## config.mk

```make
export PLATFORM = sky130hd
export DESIGN_NAME = mips_register_file_flat
export DESIGN_NICKNAME = d
export VERILOG_FILES = /design/src/rtl/mips_register_file_if.sv /design/src/rtl/mips_register_file.sv /design/src/flat_wrapper.sv
export SDC_FILE = /design/constraint.sdc
export NUM_CORES = 2
export LEC_CHECK = 0
export BUFFER_PORTS_ARGS = -buffer_cell sky130_fd_sc_hd__buf_2
export CAP_MARGIN = 40
export CORE_MARGIN = 4
export CORE_UTILIZATION = 56
export CTS_CLUSTER_SIZE = 28
export DETAILED_ROUTE_END_ITERATION = 7
export PLACE_DENSITY = 0.83
export REMOVE_ABC_BUFFERS = 1
export SKIP_LAST_GASP = 1
export SLEW_MARGIN = 10
export SYNTH_ARGS = -nofsm -noshare
export SYNTH_HDL_FRONTEND = slang
export SYNTH_SLANG_ARGS = --single-unit
```

## constraint.sdc

```tcl
create_clock -name clk -period 1.8 [get_ports clk]
set_clock_uncertainty 0.1 [all_clocks]
set_input_delay 0.18 -clock clk [delete_from_list [all_inputs] [get_ports clk]]
set_output_delay 0.18 -clock clk [all_outputs]
set_load 0.02 [all_outputs]
```

## src/rtl/mips_register_file_if.sv

```systemverilog
// mips_register_file_if: read/write bus between the datapath and the register file.
interface mips_register_file_if #(
    parameter int DATA_W = 32,
    parameter int ADDR_W = 6
);
    logic              r_1_en;
    logic [ADDR_W-1:0] addr_r_1;
    logic [DATA_W-1:0] r_data_1;
    logic              r_2_en;
    logic [ADDR_W-1:0] addr_r_2;
    logic [DATA_W-1:0] r_data_2;
    logic              w_en;
    logic [ADDR_W-1:0] addr_w;
    logic [DATA_W-1:0] w_data;

    modport master (
        output r_1_en, addr_r_1, r_2_en, addr_r_2, w_en, addr_w, w_data,
        input  r_data_1, r_data_2
    );

    modport slave (
        input  r_1_en, addr_r_1, r_2_en, addr_r_2, w_en, addr_w, w_data,
        output r_data_1, r_data_2
    );
endinterface

```

## src/rtl/mips_register_file.sv

```systemverilog
// mips_register_file: 32x32 GPR file, two registered read ports with write-through bypass, r0 reads zero.
module mips_register_file #(
    parameter int DATA_W = 32,
    parameter int ADDR_W = 6,
    parameter int N_REG  = 32
) (
    input logic clk,
    input logic rst_n,
    mips_register_file_if.slave bus
);
    localparam int IDX_W = $clog2(N_REG);
    localparam logic [ADDR_W-1:0] LIMIT = ADDR_W'(N_REG);

    logic [DATA_W-1:0] regs [N_REG];
    logic [DATA_W-1:0] q_1, q_2, rd_1, rd_2;
    logic w_ok, ok_1, ok_2;

    // Index 0 and the out-of-range half of the address space are never stored or read.
    assign w_ok = bus.w_en && bus.addr_w < LIMIT && bus.addr_w != '0;
    assign ok_1 = bus.addr_r_1 < LIMIT && bus.addr_r_1 != '0;
    assign ok_2 = bus.addr_r_2 < LIMIT && bus.addr_r_2 != '0;

    always_comb begin
        rd_1 = !ok_1 ? '0 : (w_ok && bus.addr_r_1 == bus.addr_w) ? bus.w_data : regs[bus.addr_r_1[IDX_W-1:0]];
        rd_2 = !ok_2 ? '0 : (w_ok && bus.addr_r_2 == bus.addr_w) ? bus.w_data : regs[bus.addr_r_2[IDX_W-1:0]];
    end

    always_ff @(posedge clk or negedge rst_n) begin
        if (!rst_n) begin
            for (int i = 0; i < N_REG; i++) regs[i] <= '0;
            q_1 <= '0;
            q_2 <= '0;
        end else begin
            if (w_ok) regs[bus.addr_w[IDX_W-1:0]] <= bus.w_data;
            if (bus.r_1_en) q_1 <= rd_1;
            if (bus.r_2_en) q_2 <= rd_2;
        end
    end

    assign bus.r_data_1 = q_1;
    assign bus.r_data_2 = q_2;
endmodule

```

## src/flat_wrapper.sv

```systemverilog
// flat-port wrapper written by rule: the top's interface ports become plain ports
module mips_register_file_flat 
#(
    parameter int DATA_W = 32,
    parameter int ADDR_W = 6,
    parameter int N_REG  = 32
)
  (clk, rst_n, bus_r_1_en, bus_addr_r_1, bus_r_2_en, bus_addr_r_2, bus_w_en, bus_addr_w, bus_w_data, bus_r_data_1, bus_r_data_2);
  mips_register_file_if #(.DATA_W(DATA_W), .ADDR_W(ADDR_W)) bus_i ();
  input logic clk;
  input logic rst_n;
  input wire logic [$bits(bus_i.r_1_en)-1:0] bus_r_1_en;
  input wire logic [$bits(bus_i.addr_r_1)-1:0] bus_addr_r_1;
  input wire logic [$bits(bus_i.r_2_en)-1:0] bus_r_2_en;
  input wire logic [$bits(bus_i.addr_r_2)-1:0] bus_addr_r_2;
  input wire logic [$bits(bus_i.w_en)-1:0] bus_w_en;
  input wire logic [$bits(bus_i.addr_w)-1:0] bus_addr_w;
  input wire logic [$bits(bus_i.w_data)-1:0] bus_w_data;
  output wire logic [$bits(bus_i.r_data_1)-1:0] bus_r_data_1;
  output wire logic [$bits(bus_i.r_data_2)-1:0] bus_r_data_2;
  assign bus_i.r_1_en = bus_r_1_en;
  assign bus_i.addr_r_1 = bus_addr_r_1;
  assign bus_i.r_2_en = bus_r_2_en;
  assign bus_i.addr_r_2 = bus_addr_r_2;
  assign bus_i.w_en = bus_w_en;
  assign bus_i.addr_w = bus_addr_w;
  assign bus_i.w_data = bus_w_data;
  assign bus_r_data_1 = bus_i.r_data_1;
  assign bus_r_data_2 = bus_i.r_data_2;
  mips_register_file #(.DATA_W(DATA_W), .ADDR_W(ADDR_W), .N_REG(N_REG)) u_core (.clk(clk), .rst_n(rst_n), .bus(bus_i));
endmodule
```

Word-level counts from Yosys, hierarchy flattened:

Cells that the tools add are included.

* $lt $le $gt $ge: 7
* equality and inequality tests: 2
* bitwise gates (word level): 3
* reductions and logical operators: 10
* mux-type cells: 13

Operators with widths (number)
* $bwmux 1024: 1
* $bmux 32 s5: 2
* $mux 32: 9
* $demux 32 s5: 1
* $ge 6x6->1 const B: 3
* $lt 6x6->1 const B: 3
* $not 5->6: 3
* $reduce_bool 6->1: 3
* $eq 6x6->1: 2
* $logic_and 1x1->1: 7
* $lt 6x1->1 const B: 1

* input bits: 55
* output and inout port bits: 64
* register bits after elaboration: 1088
* logic and storage cells: 69

Depth between registers and ports, before layout:

* depth in word-level cells: 6
* depth in mapped cells: 9
* gate-level depth less buffers: 5

Worst setup path before layout:

Ideal clock, no wire load.

* path type: input to register
* start point: input bus_addr_r_2[0]
* end point: register u_core.q_2[12] (netlist: u_core.bus.r_data_2[12])
* buffers on the path: 3
* cell stages on the path: 7
* path slack: -0.393 ns
* required time: 1.574 ns
* data arrival time: 1.967 ns
* library setup time: 0.126 ns
* cell sequence: buf_4 buf_4 buf_2 mux4_2 a221oi_1 a211oi_1 a221o_1

* word-level cells in the longest chain between the ends: 6
* elaborated cells on any way between the ends: 11
* classes of those cells: 1 x order compare; 1 x eq/ne; 5 x mux; 1 x bitwise; 3 x reduce/logical

RTL lines
* from (decl): line flat_wrapper.sv:15 `input wire logic [$bits(bus_i.addr_r_2)-1:0] bus_addr_r_2;`
* $not 5->6 (not written as such): line mips_register_file.sv:25 `rd_2 = !ok_2 ? '0 : (w_ok && bus.addr_r_2 == bus.addr_w) ? bus.w_data : regs[bus.addr_r_2[IDX_W-1:0]];`
* $bmux 32 s5: line mips_register_file.sv:25
* $mux 32 (not written as such) (2 in series): line mips_register_file.sv:25
* $mux 32: line mips_register_file.sv:25
* $mux 32 (*): line mips_register_file.sv:25
* to (signal assigned): line mips_register_file.sv:36 `if (bus.r_2_en) q_2 <= rd_2;`
* to (decl): line mips_register_file.sv:15 `logic [DATA_W-1:0] q_1, q_2, rd_1, rd_2;`

Every way passes the cells marked *; elsewhere a longest branch is shown, timed or not. The select of a mux whose other input is x is not followed.
A chain may end at the register's enable or synchronous reset.

Worst setup path after layout:

* start point: register u_core.regs[12] (netlist bit)
* end point: register u_core.q_2[12] (netlist: u_core.bus.r_data_2[12])

* word-level cells in the longest chain between the ends: 5

RTL lines
* from (decl): line mips_register_file.sv:14 `logic [DATA_W-1:0] regs [N_REG];`
* from (signal, indexed assignment): line mips_register_file.sv:34 `if (w_ok) regs[bus.addr_w[IDX_W-1:0]] <= bus.w_data;`
* $bmux 32 s5: line mips_register_file.sv:25
* $mux 32 (not written as such) (2 in series): line mips_register_file.sv:25
* $mux 32 (2 in series): line mips_register_file.sv:25

No other way between the ends. The select of a mux whose other input is x is not followed.

==> flow_summary_export.csv <==
group,metric,value,unit
run_status,outcome,"finished, violations left",
run_status,violations,"setup timing",
synth,synth.yosys.seq_area_share,48.47,%
power_and_ir_drop,vdd_drop_max,763.2,µV
cts,cts_sinks,1088,
die,effective_utilization_at_floorplan,56.74,%
route,post_drt_wl_per_cell,33.72,µm
die,die_width,324.7,µm
timing,setup_slack,-248.6,ps
route,drt_pre_antenna_iters,8,
critical_path,worst_setup_path_type,"flop to flop",
grt,grt_start_max_net_pins,62,
timing,post-route-min-period,2049,ps
placement,dpl-instance-area,62500,µm²
cells_and_area,finish.utilization,67.91,%
power_and_ir_drop,sw_frac_of_total,26.76,%
power_and_ir_drop,power.combinational.fraction,17.6,%
timing,tightestPinTransition,935.6,ps
synth,netlist-cell-type-count,50,
power_and_ir_drop,leakagePower,30.78,nW
die,die-height,324.7,µm
synth,synth.largest_area_cell,"dfrtp_1",
synth,synth_area_leaders,"dfrtp_1 (48%), mux2_2 (20%), mux4_2 (16%)",
cts,clock_latency_of_the_later_clocked_register_in_the_worst_skew_pair,720,ps
critical_path,master_of_the_slowest_instance_on_the_critical_path,"mux4_2",
grt,initial_antenna_violation_count,2,
synth,avgSynthCellArea,14.75,µm²
power_and_ir_drop,power.sequential.fraction,44.9,%
cells_and_area,post_route_cells_drive_above_1_share,55.57,%
critical_path,max_incr_delay_on_cp,480,ps
timing,max_clock_freq,488.1,MHz
critical_path,r2r_slack,-250,ps
synth,synth_top_cell_area_share,48.47,%
cts,clock_tree.htree_level_count,3,
timing,grt_setup_unrepaired,"true",
power_and_ir_drop,total_power,66.82,mW
power_and_ir_drop,switching_power,17.88,mW
critical_path,critical_path.max_fanout,3,
placement,port_buffer_count,118,
cells_and_area,cell_area_after_layout,67230,µm²
grt,grt_pass1_wl,275100,µm
synth,synth.ff_latch_count,1088,
route,route.antenna.remaining_nets,0,
cells_and_area,register_area,27230,µm²
cts,clock_tree.root_cell,"clkbuf_16",
critical_path,critical_path.cell_chain,"mux4_2 -> mux2_4 -> a221oi_4 -> a211oi_2 -> a221o_1",
min_path,min_delay_src,"bus_w_data[7]",
cts,tritoncts.num_buffers,112,
critical_path,arrival,2520,ps
timing,timing.final.setup_violations,19,
critical_path,data_required_time_of_the_worst_path,2270,ps
timing,fin_crit_sh,113.8,%
route,drtIter0Drc,5645,
timing,timing_hold_violations_final,0,
synth,synth_ff_type,"dfrtp_1",
cells_and_area,synthToLayoutAreaGrowth,19.69,%
cells_and_area,final_net_count,4158,
min_path,holdCritPathClass,"primary input to flop",
grt,grt.overflow.total,0,
die,num_io_pins,119,
synth,synthTopCellsByCount,"dfrtp_1 (1088), mux2_2 (997), mux4_2 (411)",
die,placementRows,115,
placement,gpl.final_weighted_congestion,0.9121,
placement,placed_cells_incl_taps,5258,
die,fp.coreArea,98990,µm²
cts,clk_path_buf_depth,3,
cts,cts.clk_slew.worst_paths,60,ps
grt,grt_use_total,34.58,%
timing,final.setup.tns,-1424,ps
synth,yosysMostFrequentCell,"dfrtp_1",
die,fp.dieArea,105400,µm²
power_and_ir_drop,power.density,993.9,nW/µm²
route,detail_route.vias_per_cell,7.370,
route,wl,185000,µm
synth,synth.cell_area,56170,µm²
route,via_count,40430,
cells_and_area,instances_no_fill,5486,
cells_and_area,multi_input_comb_area,27800,µm²
critical_path,startpoint_of_the_lowest_slack_register_to_register_path,"u_core.regs[12]",
power_and_ir_drop,cell_internal_pwr,48.94,mW
run,drv_cap,0,
synth,ys.warnings.count,0,
critical_path,worstSetupEndpointType,"flop",
cts,cts_tree,"done",
timing,drv_slew,0,
timing,maxSlewHeadroom,37.40,%
placement,detailedPlacementHpwl,114000,µm
grt,grt_pass1_vias,42010,
synth,synthesis.instances,3808,
critical_path,crit_path_start_kind,"flop",
route,drc_errors,0,
cells_and_area,fill_cells,6081,
synth,postSynth.asyncResetShare,100.0,%
power_and_ir_drop,share_clk_of_total_power,37.5,%
critical_path,worst_setup_path_start,"u_core.regs[12]",
synth,synth_enable_flop_cells,0,
registers in the layout, summed over array words and instances, names as in the netlist:
name                 count
u_core.bus.r_data_2     32
u_core.bus.r_data_1     32
u_core.regs           1024
final timing paths:
check	endpoint	depth (start not counted)
hold reg to reg	u_core.regs[1010]	0
setup / recovery	u_core.bus.r_data_2[12]	5
max in group asynchronous	u_core.regs[320]	4
setup reg to reg	u_core.bus.r_data_2[12]	5
hold / removal	u_core.regs[39]	2
min in group asynchronous	u_core.regs[883]	3
metrics by stage:
stage          setup WS, ps  hold slack [ps]
6_report             -248.6            24.08
5_1_grt              -239.1            47.60
4_1_cts              -239.6           0.1035
3_5_place_dp         -644.7           -13.64
3_3_place_gp         -587.0           -5.374
2_1_floorplan         -1199           -215.6
cell families (layout without fill, tap and decap cells):
family | after synthesis | count (layout) | synth area share (%)
flops | 1088 | 1088 | 48.47
compound gates | 442 | 442 | 5.649
xor+xnor | 12 | 12 | 0.1871
simple gates | 192 | 192 | 1.911
buf+inv | 444 | 834 | 3.355
mux | 1630 | 1630 | 40.43
other cells | 0 | 1 | 0
placed cells by master (no fill, tap or decap), types with 8 or more instances in the layout:
cell type and count:
a211oi_1 20, a211oi_2 9, a21o_1 13, a21oi_1 38
a221o_1 45, a22oi_1 74, buf_12 167, buf_2 110
buf_4 321, bufinv_16 14, clkbuf_1 14, clkbuf_16 113
clkbuf_8 32, clkinv_2 22, clkinvlp_4 8, dfrtp_1 1088
dlygate4sd3_1 10, mux2_2 991, mux2i_1 221, mux4_2 411
nand2_2 17, nand3_1 23, nor2_1 20, nor2_4 13
nor2b_1 34, nor3_1 8, nor4_1 22, nor4_2 9
o21ai_0 15, o221ai_1 25, o22ai_1 112, o22ai_2 38
xnor2_1 10
per-layer routing:
layer | track usage, % | up-vias | routed length [µm] | share of wire, %
met5 | 0 | - | 13 | 0.0070
met4 | 18.38 | 2 | 10630 | 5.7
met3 | 11.42 | 768 | 24010 | 13
met2 | 51.91 | 3152 | 84410 | 46
met1 | 45.13 | 21070 | 65940 | 36
li1 | - | 15450 | - | -
power by group through the flow:
stage,sequential [mW],combinational (mW),clock [mW]
after global routing,30.3,12.4,26.2
after CTS,29.8,11.4,25.1
final,30.0,11.7,25.1
after detailed placement,30.2,11.1,0
after floorplan,29.5,6.49,0
after global placement,29.9,10.7,0
timing repair:
item,in CTS,in global routing
hold buffers,10,0
hold endpoints to repair,1137,0
gates resized for setup,46,49
pin swaps,14,31
buffers inserted,3,14
gates cloned,0,0
setup endpoints to repair,24,50
critical path: cells and delay by family (launching register included):
family	cells	cell delay (ps)
AO/OA/AOI/OAI	3	610
flip-flops	1	410
multiplexers	2	770
final cells by class:
type | count | area share (%)
inverters | 3 | 0.01675
diodes | 1 | 0.003722
repair buffers | 622 | 9.799
clock inverters | 50 | 1.001
clock buffers | 159 | 4.939
multi-input cells | 2276 | 41.35
flip-flops and latches | 1088 | 40.50
well taps | 1287 | 2.395
No activity file was read; power rests on OpenSTA's default activity.
